[config.mk]
export PLATFORM = sky130hd
export DESIGN_NAME = imem_dmem_arbiter
export DESIGN_NICKNAME = d
export VERILOG_FILES = /design/src/rtl/imem_dmem_arbiter.sv
export SDC_FILE = /design/constraint.sdc
export NUM_CORES = 1
export LEC_CHECK = 0
export ABC_AREA = 1
export CAP_MARGIN = 20
export CORE_ASPECT_RATIO = 1.25
export CORE_MARGIN = 2
export CORE_UTILIZATION = 44
export CTS_CLUSTER_SIZE = 8
export DETAILED_ROUTE_END_ITERATION = 6
export PLACE_DENSITY = 0.86
export SYNTH_ARGS = -nofsm -noshare
export SYNTH_HDL_FRONTEND = slang
export SYNTH_SLANG_ARGS = --single-unit
[constraint.sdc]
create_clock -name clk -period 10.69 [get_ports clk]
set_input_delay 2.138 -clock clk [delete_from_list [all_inputs] [get_ports clk]]
set_output_delay 2.138 -clock clk [all_outputs]
set_load 0.01 [all_outputs]
[src/rtl/imem_dmem_arbiter.sv]
// imem_dmem_arbiter
//   Shares one single-port unified memory between instruction fetch (IF) and
//   the load/store unit (LS). One requester is granted at a time. The memory
//   request is held stable until mem_ack. Read data comes back through
//   registered rdata outputs with a one-cycle valid pulse. A fetch response
//   is discarded when the pipeline redirects (if_flush).
//
//   Ports
//     clk, rst              rising-edge clock, async active-high reset
//     if_req/if_addr        fetch request (word aligned on the memory side)
//     if_flush              redirect pulse, cancels the fetch in flight
//     if_rdata/if_valid     fetched instruction and its one-cycle valid
//     if_stall              combinational fetch stall (if_req & ~if_valid)
//     ls_req/we/be/addr/wdata  load/store request, held until ls_valid
//     ls_rdata/ls_valid     load data (unchanged on writes) and completion
//     mem_req/we/be/addr/wdata  registered memory request
//     mem_rdata/mem_ack     memory response, honoured only while mem_req=1
//
//   Build option
//     STARVE_GUARD_EN  When this macro is defined, a counter tracks the LS
//                      grants made while fetch waits. After STARVE_MAX such
//                      grants, fetch wins the next contended arbitration.
//                      When it is undefined, LS has strict priority.

module imem_dmem_arbiter #(
    parameter int AW         = 32,
    parameter int DW         = 32,
    parameter int STARVE_MAX = 4
) (
    input  logic            clk,
    input  logic            rst,
    input  logic            if_req,
    input  logic [AW-1:0]   if_addr,
    input  logic            if_flush,
    output logic [DW-1:0]   if_rdata,
    output logic            if_valid,
    output logic            if_stall,
    input  logic            ls_req,
    input  logic            ls_we,
    input  logic [DW/8-1:0] ls_be,
    input  logic [AW-1:0]   ls_addr,
    input  logic [DW-1:0]   ls_wdata,
    output logic [DW-1:0]   ls_rdata,
    output logic            ls_valid,
    output logic            mem_req,
    output logic            mem_we,
    output logic [DW/8-1:0] mem_be,
    output logic [AW-1:0]   mem_addr,
    output logic [DW-1:0]   mem_wdata,
    input  logic [DW-1:0]   mem_rdata,
    input  logic            mem_ack
);

    localparam int BW = DW / 8;

    if (STARVE_MAX < 1 || STARVE_MAX > 15) begin : g_bad_starve_max
        $error("STARVE_MAX must be in 1..15");
    end

    typedef enum logic [1:0] {IDLE, BUSY_IF, BUSY_LS} state_t;

    state_t          state_q, state_d;
    logic            mem_req_q, mem_req_d;
    logic            mem_we_q, mem_we_d;
    logic [BW-1:0]   mem_be_q, mem_be_d;
    logic [AW-1:0]   mem_addr_q, mem_addr_d;
    logic [DW-1:0]   mem_wdata_q, mem_wdata_d;
    logic [DW-1:0]   if_rdata_q, if_rdata_d;
    logic [DW-1:0]   ls_rdata_q, ls_rdata_d;
    logic            if_valid_q, if_valid_d;
    logic            ls_valid_q, ls_valid_d;
    logic            drop_q, drop_d;

    logic            grant_if, grant_ls;
    logic            hold_off;
    logic            ack_seen;
    logic            starve_force;
    logic            unused_if_addr_lsbs;

    assign unused_if_addr_lsbs = ^if_addr[1:0];

`ifdef STARVE_GUARD_EN
    logic [3:0] starve_cnt_q, starve_cnt_d;

    assign starve_force = (starve_cnt_q == 4'(STARVE_MAX)) & if_req & ls_req;

    always_comb begin
        starve_cnt_d = starve_cnt_q;
        if (!if_req || grant_if) begin
            starve_cnt_d = 4'd0;
        end else if (grant_ls && starve_cnt_q != 4'hF) begin
            starve_cnt_d = starve_cnt_q + 4'd1;
        end
    end

    always_ff @(posedge clk or posedge rst) begin
        if (rst) begin
            starve_cnt_q <= 4'd0;
        end else begin
            starve_cnt_q <= starve_cnt_d;
        end
    end
`else
    assign starve_force = 1'b0;
`endif

    // During a completion cycle the finisher's req is still the old,
    // now-served request. If the finisher keeps req high, treat it as a
    // fresh request. That request competes in the next cycle. Nobody is
    // granted in this cycle, so a held LS stream keeps its priority.
    assign hold_off = (if_valid_q & if_req) | (ls_valid_q & ls_req);
    assign ack_seen = mem_ack & mem_req_q;

    always_comb begin
        state_d     = state_q;
        mem_req_d   = mem_req_q;
        mem_we_d    = mem_we_q;
        mem_be_d    = mem_be_q;
        mem_addr_d  = mem_addr_q;
        mem_wdata_d = mem_wdata_q;
        if_rdata_d  = if_rdata_q;
        ls_rdata_d  = ls_rdata_q;
        if_valid_d  = 1'b0;
        ls_valid_d  = 1'b0;
        drop_d      = drop_q;
        grant_if    = 1'b0;
        grant_ls    = 1'b0;

        case (state_q)
            IDLE: begin
                if (!hold_off) begin
                    if (ls_req && !starve_force) begin
                        grant_ls = 1'b1;
                    end else if (if_req) begin
                        grant_if = 1'b1;
                    end
                end
                if (grant_ls) begin
                    state_d     = BUSY_LS;
                    mem_req_d   = 1'b1;
                    mem_we_d    = ls_we;
                    mem_be_d    = ls_be;
                    mem_addr_d  = ls_addr;
                    mem_wdata_d = ls_wdata;
                end else if (grant_if) begin
                    state_d     = BUSY_IF;
                    mem_req_d   = 1'b1;
                    mem_we_d    = 1'b0;
                    mem_be_d    = '1;
                    mem_addr_d  = {if_addr[AW-1:2], 2'b00};
                    mem_wdata_d = '0;
                    drop_d      = if_flush;
                end
            end
            BUSY_IF: begin
                if (ack_seen) begin
                    state_d   = IDLE;
                    mem_req_d = 1'b0;
                    drop_d    = 1'b0;
                    // A flush arriving with the ack still cancels this response.
                    if (!(drop_q || if_flush)) begin
                        if_valid_d = 1'b1;
                        if_rdata_d = mem_rdata;
                    end
                end else if (if_flush) begin
                    drop_d = 1'b1;
                end
            end
            BUSY_LS: begin
                if (ack_seen) begin
                    state_d    = IDLE;
                    mem_req_d  = 1'b0;
                    ls_valid_d = 1'b1;
                    if (!mem_we_q) begin
                        ls_rdata_d = mem_rdata;
                    end
                end
            end
            default: begin
                state_d   = IDLE;
                mem_req_d = 1'b0;
            end
        endcase
    end

    always_ff @(posedge clk or posedge rst) begin
        if (rst) begin
            state_q     <= IDLE;
            mem_req_q   <= 1'b0;
            mem_we_q    <= 1'b0;
            mem_be_q    <= '0;
            mem_addr_q  <= '0;
            mem_wdata_q <= '0;
            if_rdata_q  <= '0;
            ls_rdata_q  <= '0;
            if_valid_q  <= 1'b0;
            ls_valid_q  <= 1'b0;
            drop_q      <= 1'b0;
        end else begin
            state_q     <= state_d;
            mem_req_q   <= mem_req_d;
            mem_we_q    <= mem_we_d;
            mem_be_q    <= mem_be_d;
            mem_addr_q  <= mem_addr_d;
            mem_wdata_q <= mem_wdata_d;
            if_rdata_q  <= if_rdata_d;
            ls_rdata_q  <= ls_rdata_d;
            if_valid_q  <= if_valid_d;
            ls_valid_q  <= ls_valid_d;
            drop_q      <= drop_d;
        end
    end

    assign mem_req   = mem_req_q;
    assign mem_we    = mem_we_q;
    assign mem_be    = mem_be_q;
    assign mem_addr  = mem_addr_q;
    assign mem_wdata = mem_wdata_q;
    assign if_rdata  = if_rdata_q;
    assign ls_rdata  = ls_rdata_q;
    assign if_valid  = if_valid_q;
    assign ls_valid  = ls_valid_q;
    assign if_stall  = if_req & ~if_valid_q;

endmodule

# Word-level counts from Yosys, hierarchy flattened
# Cells that the tools add are included.
dict set report word_totals {
  reg_bits 139
  in_bits 139
  out_inout_bits 137
  word_cells 69
}
dict set report op_classes {
  eq_ne 7
  n_mux 33
  n_bitwise 8
  reduce_logical 10
}
# op count
set op_table {}
lappend op_table {{two-way mux 32 bit} 4}
lappend op_table {{two-way mux 1 bit} 21}
lappend op_table {{two-way mux 4 bit} 2}
lappend op_table {{two-way mux 2 bit} 3}
lappend op_table {{inequality test 3 bit, second input constant} 2}
lappend op_table {{AND reduction 3 bit} 2}
lappend op_table {{AND 1 bit} 4}
lappend op_table {{inequality test 2 bit, second input constant} 2}
lappend op_table {{case mux 1 bit (2 select lines)} 2}
lappend op_table {{case mux 2 bit (2 select lines)} 1}
lappend op_table {{AND reduction 2 bit} 2}
lappend op_table {{AND reduction 4 bit} 1}
lappend op_table {{nonzero test 2 bit} 2}
lappend op_table {{inverter 1 bit} 3}
lappend op_table {{== test 2 x 1 -> 1 bit, second input constant} 1}
lappend op_table {{== test 2 bit, second input constant} 1}
lappend op_table {{logical NOT 2 bit} 1}
lappend op_table {{inequality test 2 x 1 -> 1 bit, second input constant} 1}
lappend op_table {{OR reduction 2 bit} 1}
lappend op_table {{logical OR 1 bit} 1}
lappend op_table {{bitwise OR 1 bit} 1}

# Depth between registers and ports, before layout
# Gate-level depths: netlist (run 1).
dict set report logic_depth {
  ltp_word 7
  ltp_mapped 9
  ltp_nobuf 8
}

# Least setup slack after synthesis (run 1)
# OpenSTA, ideal clock, no wires.
dict set report synth_path {
  path_type {input-to-output}
  from {input if_req}
  to {output if_stall}
  arrival_time_ns 2.345
  required_ns 8.552
  setup_slack_ns 6.207
  path_stages 2
  path_cell_list {inv_1 nor2_1}
}
dict set report synth_between {
  elab_chain_cells 1
}
# item line
set synth_lines {}
lappend synth_lines {{from (decl)} 32} ;# input logic if_req,
lappend synth_lines {{AND 1 bit} 223} ;# assign if_stall = if_req & ~if_valid_q;
lappend synth_lines {{to (decl)} 37} ;# output logic if_stall,
# Every way passes these cells.

# Worst setup path after layout (run 1)
# Ends and elaborated chain as after synthesis.

==> results.txt, run 1 <==
The worst min-delay path class was flop to flop. The leakage power total was 0.00450 uW. The path with the worst hold slack has its endpoint at mem_wdata[17]$_DFFE_PP0P_.

The boundary pin count came out at 276. The analysis attributes to net switching a power of 853 uW. The share of final-layout standard cells stronger than drive strength 1 is 0.0439, and the number of buffers inserted by port buffering is 273. The synthesized netlist contains 15 unique library cells. The worst-skew pair later-pin latency came out at 0.41 ns.

The sequential cell fraction of total power was 0.355. Launch instance of the worst min-delay path: mem_wdata[17]$_DFFE_PP0P_. The logs give 0.237 for the total global routing track utilization and 0.166 mV for the maximum VDD drop. The critical path in this run is classified as primary input to output pin. Mean area per synthesized cell: 8.42 sq um. Relative to the synthesized area, the layout overhead comes to 59.7%. The total inserted antenna cells came out at 0. The instance area after placement was 8530 sq um; the number of rows in the core area was 46.

For the number of fillers in the final layout, the log shows 939. The share of the clock period used by the worst path came out at 0.518. The most common cell type on the critical path was clkdlybuf4s50_1.

The worst setup path is captured at an output pin. The internal portion of the total power is 1630 uW. The logs give 0 for the post-CTS setup buffer count and 8.55 ns for the required time reported for the critical path endpoint. For this design, the CTS-stage hold fixing added 0 buffers. The post-layout minimum cycle time was 5.54 ns. The combinational power share was 0.418. Dividing the detail-routed via count by the number of cells gives 4.66. The fraction of the yosys area taken by sequential cells is 0.608, and the area of the placeable core is 12700 sq um. No sink is reached through more buffers than the 2 on the longest clock path. The total design power is 2480 uW.

After clock tree synthesis, the clock-pin slew on the worst setup and hold paths is 0.06 ns. The highest cell delay on the worst timing path was 0.57 ns; the clock network power share was 0.227. The Yosys step of the flow raised 0 warnings. The number of clock buffers added by TritonCTS is 17.

Setup violations remaining at the end of the flow were counted as 0. For this run, design rule violations remaining after detail routing come to 0. The flop-to-flop setup slack was 8.67 ns. STA puts the critical path data arrival time at 3.40 ns. The worst slew margin relative to its limit was 0.326; the antenna violation net count after detailed routing was 0. TritonCTS built the clock tree.

The number of max-cap violations is 0, and the post-synthesis net count is 822. Synthesis produced 680 cells. In this run the power density over the cells is 271 nW/um^2.

The flow ran to the end, and the final reports show no timing, DRC or antenna violations. The die covers 13900 sq um. The endpoint identified for the worst register-to-register timing path is if_rdata[24]$_DFFE_PP0P_. The run gives 139 as the total clock sinks. The H-tree was split into 4 levels. Entering global routing, the biggest net connects 75 pins. Counting flops and latches in the post-synthesis netlist gives 139.

The run gives 4 as the total iterations of the first detailed-routing run. Detailed placement finished with a half-perimeter wire length of 11500 microns. In this run the worst path has a maximum fanout of 3.

The number of antenna violations at the first check in global routing was 0; the chip height was 132 microns. STA classifies the critical path startpoint as a primary input. The overall die width works out to 106 microns. The pin slew with the least headroom to its limit was 1.01 ns; the via count was 5246. Summing every instance area after synthesis gives 5730 sq um. The tools report the count of final hold-check violations as 0. In this run the critical register-to-register path is launched from state_q[1]$_DFFE_PP0P_. Setup repair after global routing left no endpoint under its margin.

Hold timing on the final database bottoms out at a slack of 0.468 ns. The net count of the finished layout is 1086. Routability-driven placement finished with a final weighted congestion of 0.807. The worst reg-to-reg path cell count came out at 7. The slowest stage of the critical path belongs to the cell clkdlybuf4s50_1. Derived from the worst setup path, the maximum achievable clock frequency is 180 MHz. After detailed routing, the average wire length per cell comes to 14.4 microns. Walking the worst path, the cells encountered are clkdlybuf4s50_1 -> inv_1 -> nor2_1 -> clkdlybuf4s50_1. Between clock sinks in the finished design, the worst skew comes to 0.00787 ns. The clock root buffer master is clkbuf_16. The number of design-rule violations left by the first detailed-router iteration was 238; the final wirelength was 16200 microns. The finished cells cover 9140 sq um.

Counting instances, the worst hold path has a depth of 2. After global routing the overflow that remains totals 0. The switching part of the total power is 0.344. The initial standard-cell utilization of the core was 0.450; the aggregate negative setup slack was 0 ns. The max-slew violation count was 0; the number of global-route vias before repair was 5288. The global-route wire length before repair is 26100 microns. The count of cells resized by post-cts repair came out at 0.
[logic make-up after synthesis]
group | Yosys count | synth area share
adder cells (fa/ha/maj) | 3 | 0.00656
AND/OR/NAND/NOR | 338 | 0.226
buffers and inverters | 105 | 0.0771
AO/OA/AOI/OAI | 95 | 0.0830
flip-flops | 139 | 0.608
[power groups by stage]
stage               clock network (uW)  registers (uW)  logic, uW
floorplan                            0             986        327
global placement                     0             873       1010
detailed placement                   0             885       1030
CTS                                573             880       1040
global route                       599             908       1140
finish                             562             880       1040
[sequential cells by signal (all words and copies together) (netlist names)]
name,cells
if_rdata,32
ls_rdata,32
mem_addr,32
mem_wdata,32
mem_be,4
state_q,2
drop_q,1
if_valid,1
ls_valid,1
mem_req,1
mem_we,1
[final cells by class]
class | count | area [sq um] | share of cell area
clock buffer | 18 | 429 | 0.0469
multi-input combinational | 436 | 1810 | 0.198
sequential | 139 | 3480 | 0.380
timing repair buffer | 277 | 2800 | 0.306
tap | 168 | 210 | 0.0230
inverter | 73 | 279 | 0.0305
clock inverter | 14 | 138 | 0.0151
[worst max-delay path by stage]
| stage | from | end | slack, ns |
|---|---|---|---|
| after floorplan | rst | drop_q$_DFFE_PP0P_ | 4.83 |
| after global placement | if_req | if_stall | 5.19 |
| after detailed placement | if_req | if_stall | 5.15 |
| after CTS | if_req | if_stall | 5.14 |
| after global routing | if_req | if_stall | 5.08 |
| final | if_req | if_stall | 5.15 |
[through the flow]
stage	worst slack, ns	std cells	utilization
2_1_floorplan	4.83	680	-
3_3_place_gp	5.19	1091	0.670
3_5_place_dp	5.15	1091	0.670
4_1_cts	5.14	1123	0.715
5_1_grt	5.08	1125	0.719
6_report	5.15	1125	0.719
[worst max-delay path, delay by kind of cell]
| kind | cells | cell delay (ns) |
|---|---|---|
| buf+inv | 3 | 1.13 |
| simple gates | 1 | 0.14 |
[per-layer routing]
metal	GRT usage	vias up	wire length, microns
met5	0	-	0
met4	0.0914	0	452
met3	0.0977	32	1560
met2	0.406	215	7950
met1	0.261	2398	6280
li1	-	2601	-
[cell usage after synthesis]
library cell | number | area (sq um)
nor2_1 | 18 | 67.6
dfrtp_1 | 139 | 3480
nand3_2 | 1 | 10.0
nand2_1 | 312 | 1170
clkbuf_1 | 10 | 37.5
inv_1 | 72 | 270
ha_1 | 3 | 37.5
buf_4 | 8 | 60.1
a21oi_1 | 1 | 5.00
nand4_2 | 1 | 12.5
nand3_1 | 5 | 25.0
buf_2 | 14 | 70.1
clkinv_1 | 1 | 3.75
nand2_2 | 1 | 6.26
o21ai_0 | 94 | 470
[cell usage in the layout (no fill, tap or decap)]
cell type,Yosys,final
bufinv_16,0,1
clkinv_1,1,1
buf_16,0,1
o21ai_0,94,94
clkbuf_1,10,1
nand2_1,312,309
clkbuf_16,0,17
clkinvlp_4,0,5
inv_1,72,71
buf_4,8,2
clkinv_4,0,3
inv_6,0,6
clkdlybuf4s50_1,0,273
nand3_2,1,1
nand4_2,1,1
dfrtp_1,139,139
nor2_1,18,18
nand2_2,1,4
buf_12,0,1
ha_1,3,3
nand3_1,5,5
a21oi_1,1,1
No activity file was read; power rests on OpenSTA's default activity.
==> run 2, diff against run 1 <==
--- a/config.mk
+++ b/config.mk
@@ -9,10 +9,10 @@
 export CAP_MARGIN = 20
 export CORE_ASPECT_RATIO = 1.25
 export CORE_MARGIN = 2
-export CORE_UTILIZATION = 44
+export CORE_UTILIZATION = 41
 export CTS_CLUSTER_SIZE = 8
 export DETAILED_ROUTE_END_ITERATION = 6
-export PLACE_DENSITY = 0.86
+export PLACE_DENSITY = 0.81
 export SYNTH_ARGS = -nofsm -noshare
 export SYNTH_HDL_FRONTEND = slang
 export SYNTH_SLANG_ARGS = --single-unit
==> constraint.sdc (replaced) <==
create_clock -name clk -period 5.35 [get_ports clk]
set_input_delay 1.07 -clock clk [delete_from_list [all_inputs] [get_ports clk]]
set_output_delay 1.07 -clock clk [all_outputs]
set_load 0.01 [all_outputs]
==> run 2 against run 1 <==
Sequential power is 100% higher. Final cell count is 0.80% higher. Hold slack better by 0.00081 ns. Critical endpoint unchanged. Largest cell class unchanged.
==> results.txt, run 2 (synthesized netlist as in run 1, its figures left out) <==
The flow ran to the end, and the final reports show no timing, DRC or antenna violations. The arrival time at the worst endpoint was 2.31 ns (-1.09 ns). The total global routing track utilization was 0.214 (-0.0233). The chip height was 136 microns (+3.5%). Clock tree synthesis selected as its root buffer the cell clkbuf_16. The final setup skew was 0.00842 ns (+0.000547 ns); the area of the multi-input gates was 1810 sq um (unchanged). The worst min-delay path class was flop to flop. For the final net count, the log shows 1089 (+0.28%). The maximum level of the CTS H-tree is 4 (unchanged). The number of rows in the core area is 48 (+4.3%). For the count of cells resized by post-cts repair, the log shows 0 (unchanged).

The run gives 16000 microns (-1.6%) as the final wirelength. The sequential standard cell area was 3480 sq um (unchanged). The logs give 4.28 ns (-4.27 ns) for the required time reported for the critical path endpoint and 0 (unchanged) for the remaining routing DRC violations. The share of final-layout standard cells stronger than drive strength 1 was 0.0469 (+0.00304); the number of hold buffers added after cts was 0 (unchanged).

The logs give 0.446 (+0.120) for the worst slew margin relative to its limit and 2 (unchanged) for the buffer levels on the longest clock path. The logs give 0 (unchanged) for the count of final hold-check violations and 5113 (-3.3%) for the number of global-route vias before repair. The share of the clock period used by the worst path was 0.632; the overall die width was 110 microns (+3.5%).

The worst-skew pair later-pin latency is 0.41 ns (about the same), and the total overflow reported by the global router is 0 (unchanged). The total of endpoints with negative setup slack in the final report is 0 (unchanged). The pin slew with the least headroom to its limit was 0.827 ns (-0.180 ns); the antenna violation net count after detailed routing was 0 (unchanged). The highest net fanout along the worst path works out to 3 (unchanged).

The run gives 0 (unchanged) as the max-slew violation count. The tools report the total iterations of the first detailed-routing run as 4 (unchanged). The kind of end point of the critical path was an output pin. For the global-route wire length before repair, the log shows 24700 microns (-5.4%). The maximum VDD drop is 0.349 mV (+110%), and the layout overhead on the synthesized area is 59.8% (about the same). The worst path in the final design needs a cycle of 3.38 ns, including I/O delays and setup. The post-CTS setup buffer count is 0 (unchanged). The number of buffers inserted by port buffering is 273 (unchanged). The launch instance of the worst min-delay path was mem_wdata[26]$_DFFE_PP0P_. The worst setup path is of the primary input to output pin kind.

The leakage power total came out at 0.00451 uW (+0.18%). The tools report the launching instance or port of the critical path as if_req. The die area was 14900 sq um (+7.1%). The run gives 17 (unchanged) as the total clock buffers created by CTS. The clock transition at the register clock pins on the worst setup and hold paths after CTS was 0.06 ns (about the same); the number of design-rule violations left by the first detailed-router iteration was 257 (+8.0%). For the boundary pin count, the log shows 276 (unchanged). For the via count, the log shows 5222 (-0.46%). Power per unit of standard cell area: 534 nW/um^2 (+97%).

Derived from the worst setup path, the maximum achievable clock frequency is 296 MHz. For the routability congestion estimate, the log shows 0.753 (-6.7%). The mean number of vias per cell works out to 4.60 (-1.2%). The average detailed-routed wire length per instance is 14.1 microns (-2.3%), and the detailed placement HPWL is 11300 microns (-2.1%). Setup repair after global routing left no endpoint under its margin. The largest net degree at the start of global routing came out at 80 (+6.7%). The library cell used most frequently in the layout, excluding fill and tap cells, is nand2_1. The total clock sinks was 139 (unchanged); the flop-to-flop setup slack was 3.32 ns (-5.35 ns). Reg-to-reg critical path startpoint: state_q[0]$_DFFE_PP0P_. The total inserted antenna cells was 0 (unchanged). The number of fillers in the final layout was 1132 (+21%).

Type of origin of the critical path: a primary input. The aggregate negative setup slack is 0 ns (unchanged). In the layout the commonest cells are nand2_1 (309), clkdlybuf4s50_1 (273), dfrtp_1 (139).

The number of antenna violations at the first check in global routing came out at 0 (unchanged). The setup slack after layout is 1.97 ns (-3.18 ns). The run gives 0.416 (-0.0338) as the initial standard-cell utilization of the core. TritonCTS built the clock tree. For the number of max-cap violations, the log shows 0 (unchanged). The area of the placeable core was 13800 sq um (+8.1%); the pre-CTS worst setup slack was 1.97 ns (-3.18 ns).
run 2: layer usage:
layer	track usage	part of all wire	up-vias
li1	-	-	2595
met1	0.248	0.39	2401
met2	0.345	0.47	206
met3	0.0997	0.12	20
met4	0.0795	0.018	0
met5	0	0	-
run 2: layout make-up:
cell class                 count  share of cell area
tap                          175              0.0239
inverter                      73              0.0305
multi-input combinational    436               0.198
sequential                   139               0.380
timing repair buffer         280               0.307
clock buffer                  18              0.0480
clock inverter                13              0.0120
run 2: final timing paths:
kind | cells after the start | to
worst max-delay path | 4 | if_stall
min in group asynchronous | 2 | mem_wdata[27]$_DFFE_PP0P_
max in group asynchronous | 3 | ls_rdata[1]$_DFFE_PP0P_
worst min-delay path | 2 | mem_wdata[26]$_DFFE_PP0P_
worst max register to register | 6 | mem_wdata[5]$_DFFE_PP0P_
worst min register to register | 2 | mem_wdata[26]$_DFFE_PP0P_
run 2: power breakdown:
group	total (uW)	switching, uW	internal, uW
sequential	1760	246	1510
clock	1090	476	614
combinational	2040	959	1080
total	4890	1680	3210
run 2: worst max-delay path, cell delays in order:
cell and delay (ns):
clkdlybuf4s50_1 0.51, inv_1 0.05, nor2_1 0.12, clkdlybuf4s50_1 0.56
run 2: through the flow:
step                 util  area, sq um  instances  power, uW  hold slack (ns)
CTS                 0.662         9110       1132       4930            0.472
detailed placement  0.622         8560       1101       3820            0.457
floorplan               -         5730        680       2620            0.442
global placement    0.622         8560       1101       3770            0.453
finish              0.665         9150       1134       4890            0.469
global route        0.665         9150       1134       5220            0.496
==> run 3, diff against run 2 <==
--- a/config.mk
+++ b/config.mk
@@ -9,10 +9,10 @@
 export CAP_MARGIN = 20
 export CORE_ASPECT_RATIO = 1.25
 export CORE_MARGIN = 2
-export CORE_UTILIZATION = 41
+export CORE_UTILIZATION = 37
 export CTS_CLUSTER_SIZE = 8
 export DETAILED_ROUTE_END_ITERATION = 6
-export PLACE_DENSITY = 0.81
+export PLACE_DENSITY = 0.77
 export SYNTH_ARGS = -nofsm -noshare
 export SYNTH_HDL_FRONTEND = slang
 export SYNTH_SLANG_ARGS = --single-unit
==> constraint.sdc (replaced) <==
create_clock -name clk -period 2.75 [get_ports clk]
set_input_delay 0.55 -clock clk [delete_from_list [all_inputs] [get_ports clk]]
set_output_delay 0.55 -clock clk [all_outputs]
set_load 0.01 [all_outputs]
==> run 3 against run 2 <==
Wire length shrank 0.48%. Sequential power grew 94%. Hold slack lost 0.0037 ns. Critical path depth is the same. Global-route usage shrank 1.7 points. Cell area grew 0.97%. Highest routed layer unchanged.
==> results.txt, run 3 (synthesized netlist as in run 1, its figures left out) <==
In this run the worst hold path is classified as flop to flop. The sequential cell fraction of total power is 0.360 (about the same). The global-route wire length before repair was 25200 microns (+2.0%); the buffer levels on the longest clock path was 2 (unchanged).

The maximum level of the CTS H-tree came out at 4 (unchanged). The run gives 0.215 (-0.008) as the clock network power share. The overall die width was 115 microns (+5.1%); the leakage power total was 0.00455 uW (+0.92%). For the number of hold buffers added after cts, the log shows 0 (unchanged). The post-layout minimum cycle time was 2.33 ns.

For the area of the placeable core, the log shows 15100 sq um (+9.6%). The mean number of vias per cell works out to 4.44 (-3.7%). For the total inserted antenna cells, the log shows 0 (unchanged). The final setup skew is 0.0114 ns (+0.00302 ns). In the layout the commonest cells are nand2_1 (309), clkdlybuf4s50_1 (273), dfrtp_1 (139).

The launching instance or port of the critical path was if_req. Average detailed-routed wire length per instance: 13.6 microns (-3.4%). The logs give 11400 microns (+0.75%) for the detailed placement HPWL and 0.465 ns (-0.00369 ns) for the final hold slack. The power per unit of standard cell area was 1030 nW/um^2 (+92%); the number of global-route vias before repair was 5130 (+0.33%). The total net switching power was 3200 uW (+91%). The aggregate negative setup slack was 0 ns (unchanged); the count of cells resized by post-cts repair was 0 (unchanged). The number of rows in the core area was 50 (+4.2%); the total clock sinks was 139 (unchanged). TritonCTS built the clock tree. The library cell used most frequently in the layout, excluding fill and tap cells, is nand2_1. The run gives 0 (unchanged) as the count of final hold-check violations. Relative to the synthesized area, the layout overhead comes to 61.3%.

The highest net fanout along the worst path was 3 (unchanged); the total clock buffers created by CTS was 17 (unchanged). The tools report the die area as 16500 sq um (+10%). Final net count: 1090 (+0.092%).

The chip height was 143 microns (+5.1%). Internal cell power: 6280 uW (+96%). The final wirelength came out at 15900 microns (-0.48%).

The number of design-rule violations left by the first detailed-router iteration came out at 212 (-18%). The startpoint-to-endpoint class of the critical path is primary input to output pin. Total overflow reported by the global router: 0 (unchanged).

The arrival time at the worst endpoint was 1.78 ns (-0.53 ns). The cell sitting at the root of the clock tree is a clkbuf_16. The switching part of the total power works out to 0.338 (-0.00612).

Remaining routing DRC violations: 0 (unchanged). The maximum operating frequency was 428 MHz; the via count was 5181 (-0.79%). Launch instance of the worst min-delay path: mem_wdata[9]$_DFFE_PP0P_. The pin slew with the least headroom to its limit works out to 0.516 ns (-0.312 ns). The flow ran to the end, and the final reports show no timing, DRC or antenna violations.

Setup repair after global routing left no endpoint under its margin. The max-slew violation count was 0 (unchanged); the worst slew margin relative to its limit was 0.655 (+0.209). The maximum VDD drop is 0.613 mV (+76%). For the antenna violation net count after detailed routing, the log shows 0 (unchanged).

The boundary pin count came out at 276 (unchanged). The post-CTS setup buffer count is 0 (unchanged), and the initial standard-cell utilization of the core is 0.380 (-0.0366). For the total of endpoints with negative setup slack in the final report, the log shows 0 (unchanged). The largest net degree at the start of global routing came out at 66 (-18%).

The share of final-layout standard cells stronger than drive strength 1 is 0.0479 (+0.000993). The reg-to-reg critical path startpoint was state_q[0]$_DFFE_PP0P_. The combinational power share was 0.425 (+0.007). The number of buffers inserted by port buffering works out to 273 (unchanged).

The total global routing track utilization came out at 0.197 (-0.0167). The number of fillers in the final layout was 1319 (+17%); the worst-skew pair later-pin latency was 0.42 ns (about the same). Share of the clock period used by the worst path: 0.849.

The logs give 4 (unchanged) for the total iterations of the first detailed-routing run and 2.20 ns (-2.08 ns) for the required time reported for the critical path endpoint. The worst setup path is launched from a primary input. STA classifies the critical path endpoint as an output pin.

The logs give 0 (unchanged) for the number of antenna violations at the first check in global routing and 0.775 (+2.9%) for the routability congestion estimate. Clock transition at the register clock pins on the worst setup and hold paths after CTS: 0.05 ns (about the same). Number of max-cap violations: 0 (unchanged).
-- run 3: cell count changes in the layout (fill, tap and decap cells not counted), sizes merged --
cell,change
clkinvlp,-4
clkinv,+9
clkbuf,+1
buf,+1
inv,-6
-- run 3: worst max-delay path: stages --
cell	delay [ns]
clkdlybuf4s50_1	0.51
inv_1	0.05
nor2_1	0.12
clkdlybuf4s50_1	0.56
-- run 3: through the flow --
step / util / area [sq um] / total power, uW / instances / setup slack [ns]
final: 0.613 / 9240 / 9480 / 1168 / 0.415
after CTS: 0.613 / 9240 / 9610 / 1168 / 0.401
after global placement: 0.578 / 8710 / 7400 / 1137 / 0.383
after global routing: 0.613 / 9240 / 10200 / 1168 / 0.385
after detailed placement: 0.578 / 8710 / 7520 / 1137 / 0.404
after floorplan: - / 5730 / 5100 / 680 / 0.465
-- run 3: area by class of cell --
class | count | area, sq um | area share
Tap cell | 208 | 260 | 0.0282
Timing Repair Buffer | 281 | 2880 | 0.312
Multi-Input combinational cell | 436 | 1810 | 0.196
Clock buffer | 19 | 453 | 0.0490
Clock inverter | 12 | 75.1 | 0.00813
Sequential cell | 139 | 3480 | 0.377
Inverter | 73 | 278 | 0.0301
-- run 3: final timing paths --
kind / end / slack, ns / cells past startpoint
max: if_stall / 0.42 / 4
min: mem_wdata[9]$_DFFE_PP0P_ / 0.47 / 2
max reg2reg: mem_be[0]$_DFFE_PP0P_ / 0.95 / 7
min reg2reg: mem_wdata[9]$_DFFE_PP0P_ / 0.47 / 2
max in group asynchronous: mem_wdata[21]$_DFFE_PP0P_ / 1.55 / 3
min in group asynchronous: if_valid$_DFF_PP0_ / 0.51 / 2
-- run 3: per-layer routing --
metal	share of wire	vias up	GRT usage
li1	-	2604	-
met1	0.39	2326	0.219
met2	0.48	217	0.332
met3	0.096	34	0.0806
met4	0.029	0	0.0850
met5	0	-	0
-- run 3: power groups by stage --
stage	clock, uW	combinational (uW)	sequential, uW
2_1_floorplan	0	1270	3830
3_3_place_gp	0	3990	3410
3_5_place_dp	0	4080	3440
4_1_cts	2090	4100	3420
5_1_grt	2190	4460	3530
6_report	2040	4030	3420
